===== src/rtl/batch_sequencer.sv =====
// Batch lifecycle sequencer: counts accepted transactions, closes batches on size/timeout/flush.
// Define BATCH_SEQ_STATS_EN to build the saturating close-cause counters.
module batch_sequencer #(
  parameter int MAX_BATCH_SIZE       = 8,
  parameter int BATCH_TIMEOUT_CYCLES = 100,
  localparam int CNT_W = $clog2(MAX_BATCH_SIZE + 1)
) (
  input  logic             clk,
  input  logic             rst_n,
  input  logic             txn_accept,
  output logic             txn_ready,
  input  logic             flush_req,
  output logic             batch_valid,
  input  logic             batch_ready,
  output logic [CNT_W-1:0] batch_size,
  output logic [15:0]      batch_id,
  output logic             dep_clear,
  output logic             proto_err,
  output logic [31:0]      batches_by_size,
  output logic [31:0]      batches_by_timeout,
  output logic [31:0]      batches_by_flush
);

  localparam int TMR_W = $clog2(BATCH_TIMEOUT_CYCLES + 1);

  typedef enum logic [1:0] {
    S_IDLE,
    S_FILL,
    S_CLOSE,
    S_CLEAR
  } state_t;

  state_t           r_state;
  logic [CNT_W-1:0] r_size;
  logic [TMR_W-1:0] r_timer;
  logic [15:0]      r_id;
  logic             r_valid;
  logic             r_dclr;
  logic             r_perr;

  logic             w_ready;
  logic             w_fill;
  logic [CNT_W-1:0] w_size_nxt;
  logic             w_hit_size;
  logic             w_hit_tmo;
  logic             w_cause_size;
  logic             w_cause_tmo;
  logic             w_cause_fl;
  logic             w_close;

  assign w_ready = (r_state == S_IDLE) ||
                   (r_state == S_FILL);
  assign w_fill  = (r_state == S_FILL);

  // r_size is 0 in IDLE, so one adder covers both open states
  assign w_size_nxt = r_size + CNT_W'(txn_accept);
  assign w_hit_size = (w_size_nxt == CNT_W'(MAX_BATCH_SIZE));
  assign w_hit_tmo  = (r_timer == TMR_W'(BATCH_TIMEOUT_CYCLES - 1));

  assign w_cause_size = w_ready && txn_accept && w_hit_size;
  assign w_cause_tmo  = w_fill && w_hit_tmo && !w_cause_size;
  assign w_cause_fl   = w_fill && flush_req &&
                        !w_cause_size && !w_hit_tmo;
  assign w_close      = w_cause_size || w_cause_tmo ||
                        w_cause_fl;

  always_ff @(posedge clk) begin
    if (!rst_n) begin
      r_state <= S_IDLE;
      r_size  <= '0;
      r_timer <= '0;
      r_id    <= '0;
      r_valid <= 1'b0;
      r_dclr  <= 1'b0;
      r_perr  <= 1'b0;
    end else begin
      if (txn_accept && !w_ready) begin
        r_perr <= 1'b1;
      end
      unique case (r_state)
        S_IDLE: begin
          if (txn_accept) begin
            r_size  <= CNT_W'(1);
            r_timer <= '0;
            r_valid <= w_close;
            r_state <= w_close ? S_CLOSE : S_FILL;
          end
        end
        S_FILL: begin
          r_size  <= w_size_nxt;
          r_timer <= r_timer + TMR_W'(1);
          if (w_close) begin
            r_valid <= 1'b1;
            r_state <= S_CLOSE;
          end
        end
        S_CLOSE: begin
          if (batch_ready) begin
            r_valid <= 1'b0;
            r_dclr  <= 1'b1;
            r_state <= S_CLEAR;
          end
        end
        S_CLEAR: begin
          r_dclr  <= 1'b0;
          r_id    <= r_id + 16'd1;
          r_size  <= '0;
          r_timer <= '0;
          r_state <= S_IDLE;
        end
      endcase
    end
  end

  assign txn_ready   = w_ready;
  assign batch_valid = r_valid;
  assign batch_size  = r_size;
  assign batch_id    = r_id;
  assign dep_clear   = r_dclr;
  assign proto_err   = r_perr;

`ifdef BATCH_SEQ_STATS_EN
  logic [31:0] r_by_size;
  logic [31:0] r_by_tmo;
  logic [31:0] r_by_fl;

  // saturating: hold at all-ones rather than wrap
  always_ff @(posedge clk) begin
    if (!rst_n) begin
      r_by_size <= '0;
      r_by_tmo  <= '0;
      r_by_fl   <= '0;
    end else begin
      if (w_cause_size && (r_by_size != '1)) begin
        r_by_size <= r_by_size + 32'd1;
      end
      if (w_cause_tmo && (r_by_tmo != '1)) begin
        r_by_tmo <= r_by_tmo + 32'd1;
      end
      if (w_cause_fl && (r_by_fl != '1)) begin
        r_by_fl <= r_by_fl + 32'd1;
      end
    end
  end

  assign batches_by_size    = r_by_size;
  assign batches_by_timeout = r_by_tmo;
  assign batches_by_flush   = r_by_fl;
`else
  assign batches_by_size    = 32'd0;
  assign batches_by_timeout = 32'd0;
  assign batches_by_flush   = 32'd0;
`endif

endmodule

===== config.mk =====
export PLATFORM = sky130hd
export DESIGN_NAME = batch_sequencer
export DESIGN_NICKNAME = d
export VERILOG_FILES = /design/src/rtl/batch_sequencer.sv
export SDC_FILE = /design/constraint.sdc
export NUM_CORES = 1
export LEC_CHECK = 0
export ABC_AREA = 1
export BUFFER_PORTS_ARGS = -buffer_cell sky130_fd_sc_hd__buf_4
export CAP_MARGIN = 20
export CORE_AREA = 5 5 83 85
export DETAILED_ROUTE_END_ITERATION = 6
export DIE_AREA = 0 0 88 90
export GPL_ROUTABILITY_DRIVEN = 0
export HOLD_SLACK_MARGIN = 0.08
export MAX_ROUTING_LAYER = met4
export PLACE_DENSITY = 0.81
export SKIP_LAST_GASP = 1
export SLEW_MARGIN = 10
export SYNTH_ARGS = -nofsm -noshare
export SYNTH_HDL_FRONTEND = slang
export SYNTH_SLANG_ARGS = --single-unit

===== constraint.sdc =====
create_clock -name clk -period 1.85 [get_ports clk]
set_clock_uncertainty 0.2 [all_clocks]
set_input_delay 0.555 -clock clk [delete_from_list [all_inputs] [get_ports clk]]
set_output_delay 0.555 -clock clk [all_outputs]
set_load 0.05 [all_outputs]

# [After elaboration in Yosys (flattened, before gate mapping)]
# Index checks and enable logic that the tools add are counted.
[op_classes] n_addsub=3 n_eq_ne=8 muxes=15 n_reduce_logical=22
[ops] operator="$pmux 7 s3" n=1
[ops] operator="$add 16x1->16 const B" n=1
[ops] operator="$pmux 4 s3" n=1
[ops] operator="$logic_and 1x1->1" n=8
[ops] operator="$mux 2" n=4
[ops] operator="$pmux 2 s4" n=1
[ops] operator="$add 7x1->7 const B" n=1
[ops] operator="$eq 7x7->1 const B" n=1
[ops] operator="$mux 7" n=1
[ops] operator="$reduce_bool 3->1" n=2
[ops] operator="$add 4x1->4" n=1
[ops] operator="$eq 2x2->1 const B" n=2
[ops] operator="$eq 4x4->1 const B" n=1
[ops] operator="$mux 1" n=4
[ops] operator="$mux 4" n=1
[ops] operator="$ne 2x2->1 const B" n=2
[ops] operator="$reduce_and 2->1" n=2
[ops] operator="$reduce_and 4->1" n=1
[ops] operator="$logic_not 1->1" n=3
[ops] operator="$logic_or 1x1->1" n=3
[ops] operator="$pmux 1 s3" n=1
[ops] operator="$reduce_and 3->1" n=1
[ops] operator="$eq 2x1->1 const B" n=1
[ops] operator="$logic_not 2->1" n=1
[ops] operator="3 further kinds" n=3
[word_totals] ff_bits=32 inputBits=5 output_inout_bits=120 elab_cells=55

# [Logic depth before layout (Yosys ltp)]
# Gate-level depths: netlist of the first run.
[logic_depth] depth_word=11 ltp_mapped=12 mapped_depth_nobuf=12

# [Least setup slack after synthesis of the first run]
# Ideal clock, no wire load.
[synth_timing] path_type="register to register" from="register r_size[0], in the netlist batch_size[0]" to="register r_state[0]" setup_time_ns=0.128 arrival_time_ns=1.766 required_time_ns=1.522 slack_ns=-0.244 path_stages_with_launch=13 path_buffers=0 period_less_slack_ns=2.094 path_cell_list="dfxtp_1 ha_1 ha_1 inv_1 nand3_1 nor2_1 nand3_1 nand3_1 nand2_1 inv_1 nand2_1 nand2_1 nor2_1"
[synth_between] elab_chain_cells=10 word_cells_on_any_way=14 classes_between="add/sub (1); eq/ne (2); mux (3); reduce/logical (8)"
[synth_rtl] item="start, declared" line_no="34" rtl="logic [CNT_W-1:0] r_size;"
[synth_rtl] item="start signal, assigned" line_no="90" rtl="r_size <= w_size_nxt;"
[synth_rtl] item="$add 4x1->4 *" line_no="56" rtl="assign w_size_nxt = r_size + CNT_W'(txn_accept);"
[synth_rtl] item="$eq 4x4->1 *" line_no="57" rtl="assign w_hit_size = (w_size_nxt == CNT_W'(MAX_BATCH_SIZE));"
[synth_rtl] item="$logic_and 1x1->1 *" line_no="60" rtl="assign w_cause_size = w_ready && txn_accept && w_hit_size;"
[synth_rtl] item="$logic_not 1->1" line_no="61, 63"
[synth_rtl] item="$logic_and 1x1->1, on equally long branches" line_no="61, 62"
[synth_rtl] item="$logic_or 1x1->1 / $logic_and 1x1->1 (equally long branches)" line_no="64, 63"
[synth_rtl] item="$logic_or 1x1->1 *" line_no="64" rtl="assign w_close = w_cause_size || w_cause_tmo ||"
[synth_rtl] item="$mux 2" line_no="86" rtl="r_state <= w_close ? S_CLOSE : S_FILL;"
[synth_rtl] item="$mux 2" line_no="82" rtl="if (txn_accept) begin"
[synth_rtl] item="$pmux 2 s4" line_no="80" rtl="unique case (r_state)"
[synth_rtl] item="end signal, assigned" line_no="86"
[synth_rtl] item="end, declared" line_no="33" rtl="state_t r_state;"
# Every way passes the cells marked *; elsewhere a longest branch is shown, timed or not. The select of a mux whose other input is x is not followed.
# A chain may end at the register's enable or synchronous reset.

# [Worst setup path in the final report of the first run]
[layout_timing] from="register r_state[1]" to="output txn_ready"
[layout_between] elab_chain_cells=2 word_cells_on_any_way=3 classes_between="eq/ne (1); reduce/logical (2)"
[layout_rtl] item="$eq 2x1->1 / $logic_not 2->1 (equally long branches)" line_no="52, 51"
[layout_rtl] item="$logic_or 1x1->1 *" line_no="51" rtl="assign w_ready = (r_state == S_IDLE) ||"
[layout_rtl] item="end, declared" line_no="11" rtl="output logic txn_ready,"
# Every way passes the cells marked *; elsewhere a longest branch is shown, timed or not.

==> flow_summary.toml, run 1 <==
[worst_setup_path]
worst_path_largest_cell_delay_ns = 0.34
crit_required_ns = 1.09
worst_path_most_repeated_cell = "inv_2"
cp-start-kind = "register"
crit_chain = "inv_2 > ha_4 > nor2_4 > inv_2 > buf_6"
arrival_ns = 1.16
crit_path_end_kind = "output port"
path_class = "register to output port"
crit_slowest_cell = "dfxtp_2"
cp_max_fo = 3

[yosys]
netlist_area_um2 = 2400
synthTopCellsByCount = "96 x buf_4, 42 x nand2_1, 34 x inv_1"
ys.flop_type = "dfxtp_1"
ys_seq_area_frac = 0.267
synth-edff-count = 0
syn_area_per_cell_um2 = 7.35
async_reset_ff_frac = 0
synth.most_common_cell = "buf_4"
ys_types = 29
syn-instance-count = 327
yosys.area.top_type = "buf_4"
netlist_top_cells_area = "buf_4 30%, dfxtp_1 27%, nand2_1 6.6%, inv_1 5.3%, nor2_1 4.8%"
ys_seq_elements = 32
ys_warn_count = 0
synth_top_cell_area_share = 0.300

[power_and_ir_drop]
ir_drop_uv = 727
power_leakage_nw = 1.34
power_density_nw_per_um2 = 1160

[routing]
drt_pass1_iterations = 4
detail-route-antenna-nets = 0
post-route-drc-count = 0
post_drt_wl_per_cell_um = 10.3
totalWireLength_um = 4660
drtIter0Drc = 67
post_drt_via_cell_ratio = 4.06
num_vias = 1830

[clock_tree]
clk_latency_ns = 0.29
clockBufferDepth = 2
h-tree-depth = 2
cts_tree = "done"
cts_root_buf = "clkbuf_8"
cts_buffers = 5
clock-sinks = 32
cts.reportedPaths.clkPinSlew_ns = 0.06

[sta]
period_share = 1.03
finalSetupViolations = 1
slew_violations = 0
hold_viol_final = 0
finalCriticalPeriod_ns = 1.91
fmax_mhz = 524
holdWs_ns = 0.285
grt_setup_unrepaired = "true"
finalSetupTns_ns = -0.0602
setup_ws_ns = -0.0602

[floorplan]
dieWidth_um = 88
initial_utilization = 0.392
die-area_um2 = 7920
core_area_um2 = 6130
die_h_um = 90
ios = 125
rows = 29

[final_layout]
area_growth_pct = 12.5
num-nets-final = 387
final_cells = 451
drive_gt1_frac = 0.257
fill_cells = 625
antenna_cells = 0

[status]
violations = "negative setup slack"
outcome = "finished, violations left"

[global_route]
grt.total_usage = 0.119
grt.overflow.total = 0
grt_max_degree = 17
antenna_found_initial = 0
grt_pass1_wl_um = 7520
grt_pass1_vias = 1698

[placement]
port_buffers = 28
dp.cells = 440
dp_slack_ns = -0.256
dp_hpwl_um = 3610

[flow_run]
drv_cap = 0

[hold_path]
hold_path_class = "register to register"
-- cell usage in the layout (no fill, tap or decap), drive strengths merged --
cell,netlist,layout
a211oi,2,2
inv,35,35
o21a,2,2
o21ai,13,13
nand2,47,47
a31oi,2,2
bufinv,0,1
xor2,2,2
nor3b,1,1
nand3,15,15
nor2,34,34
nor3,6,6
clkbuf,2,7
a21oi,18,18
ha,9,9
or2,1,1
dfxtp,32,32
buf,98,44
conb,1,96
nand4,3,3
xnor2,4,4
-- metal layers --
layer / wire, um / vias up / global-route usage
met5: 0 / - / -
met4: 51 / 0 / 0.0409
met3: 390 / 5 / 0.0293
met2: 2350 / 77 / 0.197
met1: 1860 / 826 / 0.140
li1: - / 922 / -
-- worst max-delay path: cells and delay by family (launching register included) --
family	cells	cell delay, ns
adders and majority gates	1	0.17
buffers and inverters	3	0.25
DFF	1	0.34
and+or+nand+nor	1	0.12
-- final timing paths --
check             start          to  slack, ns  depth (start not counted)
min           proto_err   proto_err       0.29                          2
max          r_state[1]   txn_ready      -0.06                          5
min reg2reg   proto_err   proto_err       0.29                          2
max reg2reg  r_state[0]  r_timer[6]       0.04                         10
-- stage by stage --
stage	power (mW)	util	instance area (um2)
6_report	3.14	0.441	2710
5_1_grt	3.33	0.441	2710
4_1_cts	3.06	0.430	2640
3_5_place_dp	2.20	0.400	2450
3_3_place_gp	2.18	0.400	2450
2_1_floorplan	2.05	-	2800
-- logic make-up (layout without fill, tap and decap cells) --
group | after synthesis | after routing | share of synthesized area
simple gates | 107 | 107 | 0.213
buf+inv | 135 | 87 | 0.368
other cells | 1 | 96 | 0.00156
compound gates | 37 | 37 | 0.0822
xor+xnor | 6 | 6 | 0.0219
fa+ha+maj | 9 | 9 | 0.0469
flops | 32 | 32 | 0.267
-- area by class of cell --
cell class                 count  area (um2)  area share
clock inverter                 1        30.0      0.0111
inverter                      35         136      0.0504
sequential                    32         652       0.241
clock buffer                   7        96.3      0.0356
multi-input combinational    255        1360       0.501
tap                           77        96.3      0.0356
timing repair buffer          44         338       0.125
-- flip-flops by register name (all words and copies together) (netlist names) --
signal	cells
r_timer	7
batch_valid	1
dep_clear	1
r_state	2
proto_err	1
batch_id	16
batch_size	4
-- power by group --
group | internal, mW | leakage, nW | switching (mW)
registers | 0.767 | 0.262 | 0.0687
logic | 0.458 | 1.02 | 1.11
clock network | 0.475 | 0.0645 | 0.261
-- timing repair --
item | CTS | global route
gates resized for setup | 15 | 18
setup buffers | 1 | 2
hold buffers | 0 | 0
pin swaps | 1 | 14
endpoints found under the setup margin | 2 | 13
Power figures use the tool's default switching activity.
==> run 2: changes to the inputs <==
--- a/config.mk
+++ b/config.mk
@@ -8,13 +8,13 @@
 export ABC_AREA = 1
 export BUFFER_PORTS_ARGS = -buffer_cell sky130_fd_sc_hd__buf_4
 export CAP_MARGIN = 20
-export CORE_AREA = 5 5 83 85
+export CORE_AREA = 5 5 84 86
 export DETAILED_ROUTE_END_ITERATION = 6
-export DIE_AREA = 0 0 88 90
+export DIE_AREA = 0 0 89 91
 export GPL_ROUTABILITY_DRIVEN = 0
 export HOLD_SLACK_MARGIN = 0.08
 export MAX_ROUTING_LAYER = met4
-export PLACE_DENSITY = 0.81
+export PLACE_DENSITY = 0.79
 export SKIP_LAST_GASP = 1
 export SLEW_MARGIN = 10
 export SYNTH_ARGS = -nofsm -noshare
==> run 2 against run 1 <==
Compared with the run above:
- the flow still finishes with violations (negative setup slack)
- highest routed layer unchanged
- core utilization fell by 1.4 points
- first-iteration DRC count rose by 28%
- final cell count unchanged
- setup slack got worse by 0.0039 ns
- combinational power about the same
- global-route usage barely moved
- non-clock buffer count is the same
- total power shrank 6.5%
- count of clock-buffer cells in the layout is 1 higher
- critical path depth unchanged
- sequential cell count did not move
==> flow_summary.toml, run 2 (synthesis gave the netlist of run 1 again) <==
[global_route]
grtUsageMet3 = 0.0281
antenna_found_initial = 0
grt.met1_usage = 0.139
grt.total_usage = 0.119
grt_pass1_vias = 1668
use_met2 = 0.198
grt.overflow.total = 0
grt_most_used_layer = "met2"
grt_pass1_wl_um = 7540
grt_max_degree = 12

[status]
violations = "negative setup slack"
outcome = "finished, violations left"

[power_and_ir_drop]
power_density_nw_per_um2 = 1110
power_leakage_nw = 1.32
ir_drop_uv = 830

[placement]
dp_hpwl_um = 3770
port_buffers = 28
dp_slack_ns = -0.213
dpl_cell_area_um2 = 2450

[final_layout]
drive_gt1_frac = 0.241
antenna_cells = 0
final_cell_mix = "96 x conb_1, 43 x buf_4, 41 x nand2_1, 29 x inv_1, 28 x nor2_1"
num-nets-final = 387
mostFrequentLayoutCell = "conb_1"
area_growth_pct = 10.4
final_area_um2 = 2650
fill_cells = 650
largest_reg_flops = 16

[floorplan]
ios = 125
initial_utilization = 0.387
die-area_um2 = 8100
die_h_um = 91
dieWidth_um = 89
rows = 29
core_area_um2 = 6200

[hold_path]
hold_path_class = "register to register"
hold_depth = 2

[routing]
post-route-drc-count = 0
post_drt_via_cell_ratio = 4.09
drtIter0Drc = 86
totalWireLength_um = 4760
detail-route-antenna-nets = 0
num_vias = 1846
drt_pass1_iterations = 4
post_drt_wl_per_cell_um = 10.6

[clock_tree]
cts_root_buf = "clkbuf_8"
hold_buffers = 0
clockBufferDepth = 2
h-tree-depth = 2
clock-sinks = 32
clk_latency_ns = 0.28
cts.reportedPaths.clkPinSlew_ns = 0.06
cts_tree = "done"
cts_buffers = 5

[sta]
setup_ws_ns = -0.0641
slew_violations = 0
fmax_mhz = 522
period_share = 1.03
holdWs_ns = 0.298
finalSetupTns_ns = -0.0641
grt_setup_unrepaired = "true"
finalCriticalPeriod_ns = 1.91
finalSetupViolations = 1
hold_viol_final = 0

[worst_setup_path]
cp-start-kind = "register"
crit_path_end_kind = "output port"
arrival_ns = 1.16
rr_worst_depth = 9
path_class = "register to output port"
crit_required_ns = 1.09
cp_max_fo = 3

[flow_run]
drv_cap = 0
[run 2: worst paths after layout]
check | slack (ns) | end | from
worst max register to register | 0.08 | r_timer[3] | r_state[0]
worst min register to register | 0.30 | dep_clear | dep_clear
worst max-delay path | -0.06 | txn_ready | r_state[0]
worst min-delay path | 0.30 | dep_clear | dep_clear
[run 2: final cells by class]
class / count / area (um2) / area share
Tap cell: 77 / 96.3 / 0.0363
Multi-Input combinational cell: 255 / 1340 / 0.504
Clock buffer: 8 / 90.1 / 0.0340
Sequential cell: 32 / 652 / 0.246
Inverter: 35 / 139 / 0.0524
Timing Repair Buffer: 44 / 338 / 0.127
[run 2: critical path: stages (launching register included)]
cell and delay, ns:
dfxtp_4 0.38, inv_4 0.04, ha_4 0.16, nor2_4 0.10
inv_2 0.05, buf_8 0.14
[run 2: what timing repair did]
item | CTS | global route
resized for setup | 11 | 17
endpoints found under the setup margin | 2 | 10
pin swaps | 2 | 10
setup buffers | 1 | 2
[run 2: metal layers]
metal  routed length, um  vias up
met5                   0        -
met4                  63        0
met1                1910      832
met3                 390        8
li1                    -      923
met2                2400       83
[run 2: stage by stage]
step	util	std cells	power [mW]
finish	0.428	451	2.93
global route	0.428	451	3.11
CTS	0.416	449	2.83
detailed placement	0.395	440	2.19
global placement	0.395	440	2.17
floorplan	-	422	2.05
[run 2: report_power, final]
group / switching (mW) / total [mW] / internal (mW)
registers: 0.0712 / 0.838 / 0.767
clock network: 0.252 / 0.555 / 0.303
logic: 1.08 / 1.54 / 0.461
==> run 3: changes to the inputs <==
--- a/config.mk
+++ b/config.mk
@@ -8,13 +8,14 @@
 export ABC_AREA = 1
 export BUFFER_PORTS_ARGS = -buffer_cell sky130_fd_sc_hd__buf_4
 export CAP_MARGIN = 20
-export CORE_AREA = 5 5 84 86
+export CORE_AREA = 5 5 96 98
 export DETAILED_ROUTE_END_ITERATION = 6
-export DIE_AREA = 0 0 89 91
+export DIE_AREA = 0 0 101 103
 export GPL_ROUTABILITY_DRIVEN = 0
 export HOLD_SLACK_MARGIN = 0.08
 export MAX_ROUTING_LAYER = met4
-export PLACE_DENSITY = 0.79
+export PLACE_DENSITY = 0.64
+export SKIP_CTS_REPAIR_TIMING = 1
 export SKIP_LAST_GASP = 1
 export SLEW_MARGIN = 10
 export SYNTH_ARGS = -nofsm -noshare
==> run 3 against run 2 <==
Compared with the run above:
- the run still ends with negative setup slack left
- clock power increased by 33%
- fmax decreased by 1.5%
- critical path depth unchanged
- register-to-register slack got worse by 0.08 ns
- core utilization decreased by 8.8 points
- non-clock buffer count increased by 7
- critical path type unchanged
- largest cell class unchanged
==> flow_summary.toml, run 3 (synthesis gave the netlist of run 1 again) <==
[power_and_ir_drop]
power.switching_mw = 1.46
ir_drop_uv = 408
power_mw = 3.23
p_int_mw = 1.77
pwr-share-clk = 0.228
switching_share = 0.452
power_density_nw_per_um2 = 1140
power_leakage_nw = 1.38
comb_power_share = 0.513
seq_power_share = 0.259

[floorplan]
dieWidth_um = 101
core_area_um2 = 8380
initial_utilization = 0.287
ios = 125
die_h_um = 103
die-area_um2 = 10400
rows = 34

[worst_setup_path]
crit_slowest_cell = "dfxtp_4"
rr_worst_depth = 10
reg2reg_slack_ns = 0
crit_chain = "inv_4 > ha_4 > nor2_4 > inv_2 > buf_8"
cp_max_fo = 3
worstReg2RegEnd = "r_timer[5]"
path_depth = 5
worstSetupEndpoint = "txn_ready"
cp-start-kind = "register"
crit_path_end_kind = "output port"
worst_path_largest_cell_delay_ns = 0.38
arrival_ns = 1.19
path_class = "register to output port"
crit_start = "r_state[0]"
cp_num_buf_inv = 3
crit_required_ns = 1.09
path_delay_family = "flip-flops"
timing.rr.start = "r_state[0]"

[routing]
post_drt_wl_per_cell_um = 10.1
met2WireLength_um = 2440
wl_met1_um = 1990
detail-route-antenna-nets = 0
routed.top_layer = "met4"
drtIter0Drc = 61
post-route-drc-count = 0
num_vias = 1852
drt_pass1_iterations = 4
post_drt_via_cell_ratio = 3.79
wl_met3_um = 473
totalWireLength_um = 4930

[final_layout]
largest_reg_flops = 16
fin_util = 0.339
drive_gt1_frac = 0.286
area_growth_pct = 18.3
final_cells = 489
mostFrequentLayoutCell = "conb_1"
num-nets-final = 394
final_cell_mix = "96 x conb_1, 50 x buf_4, 39 x nand2_1, 28 x nor2_1, 28 x inv_1"
antenna_cells = 0

[clock_tree]
cts_tree = "done"
clk_latency_ns = 0.28
clock-sinks = 32
h-tree-depth = 2
cts.reportedPaths.clkPinSlew_ns = 0.07
cts_buffers = 5
clockBufferDepth = 2
cts_root_buf = "clkbuf_8"

[sta]
fmax_mhz = 515
setup_ws_ns = -0.0931
slew_violations = 0
finalSetupViolations = 1
hold_viol_final = 0
finalCriticalPeriod_ns = 1.94
grt_setup_unrepaired = "true"
period_share = 1.05

[status]
violations = "negative setup slack"
outcome = "finished, violations left"

[global_route]
grt.overflow.total = 0
grt_pass1_wl_um = 7270
antenna_found_initial = 0
grt_max_degree = 12
grt.total_usage = 0.0891
grt_pass1_vias = 1666

[hold_path]
hold_path_class = "register to register"

[placement]
port_buffers = 28
dp_hpwl_um = 3840
dp.cells = 476

[flow_run]
drv_cap = 0
==> run 3: how the worst min path moves through the flow <==
stage                        from             to  slack [ns]  cells after the start
floorplan              r_timer[1]     r_timer[1]        0.27                      2
global placement        dep_clear      dep_clear        0.27                      2
detailed placement      proto_err      proto_err        0.28                      2
CTS                     proto_err      proto_err        0.29                      2
global route        batch_size[3]  batch_size[3]        0.33                      2
finish                  dep_clear      dep_clear        0.29                      2
==> run 3: area by class of cell <==
type                       count  area (um2)
clock inverter                 1        30.0
sequential                    32         652
fill                         892        5540
tap                          108         135
timing repair buffer          51         390
multi-input combinational    255        1400
clock buffer                   7        96.3
inverter                      35         139
==> run 3: through the flow <==
step                       TNS, ns  hold slack (ns)  cell area [um2]  setup slack (ns)
after floorplan           -0.00108            0.274             2800          -0.00108
after global placement      -0.775            0.272             2530            -0.210
after detailed placement    -0.844            0.277             2530            -0.239
after CTS                   -0.522            0.293             2660            -0.338
after global routing        -0.341            0.328             2840            -0.149
final                      -0.0931            0.286             2840           -0.0931
==> run 3: routing by layer <==
metal	global-route usage	vias to the layer above
met5	-	-
met4	0.0215	0
met3	0.0250	6
met2	0.151	74
met1	0.105	836
li1	-	936
==> run 3: power groups by stage <==
stage	combinational, mW	clock, mW	sequential, mW
2_1_floorplan	1.10	0	0.955
6_report	1.66	0.738	0.836
3_5_place_dp	1.39	0	0.830
3_3_place_gp	1.38	0	0.830
5_1_grt	1.80	0.779	0.852
4_1_cts	1.40	0.751	0.817
==> run 3: worst min-delay path, delay by kind of cell, from the launching register on <==
kind               cells  cell delay, ns
DFF                    1            0.33
and+or+nand+nor        1            0.08
AOI/OAI and AO/OA      1            0.04
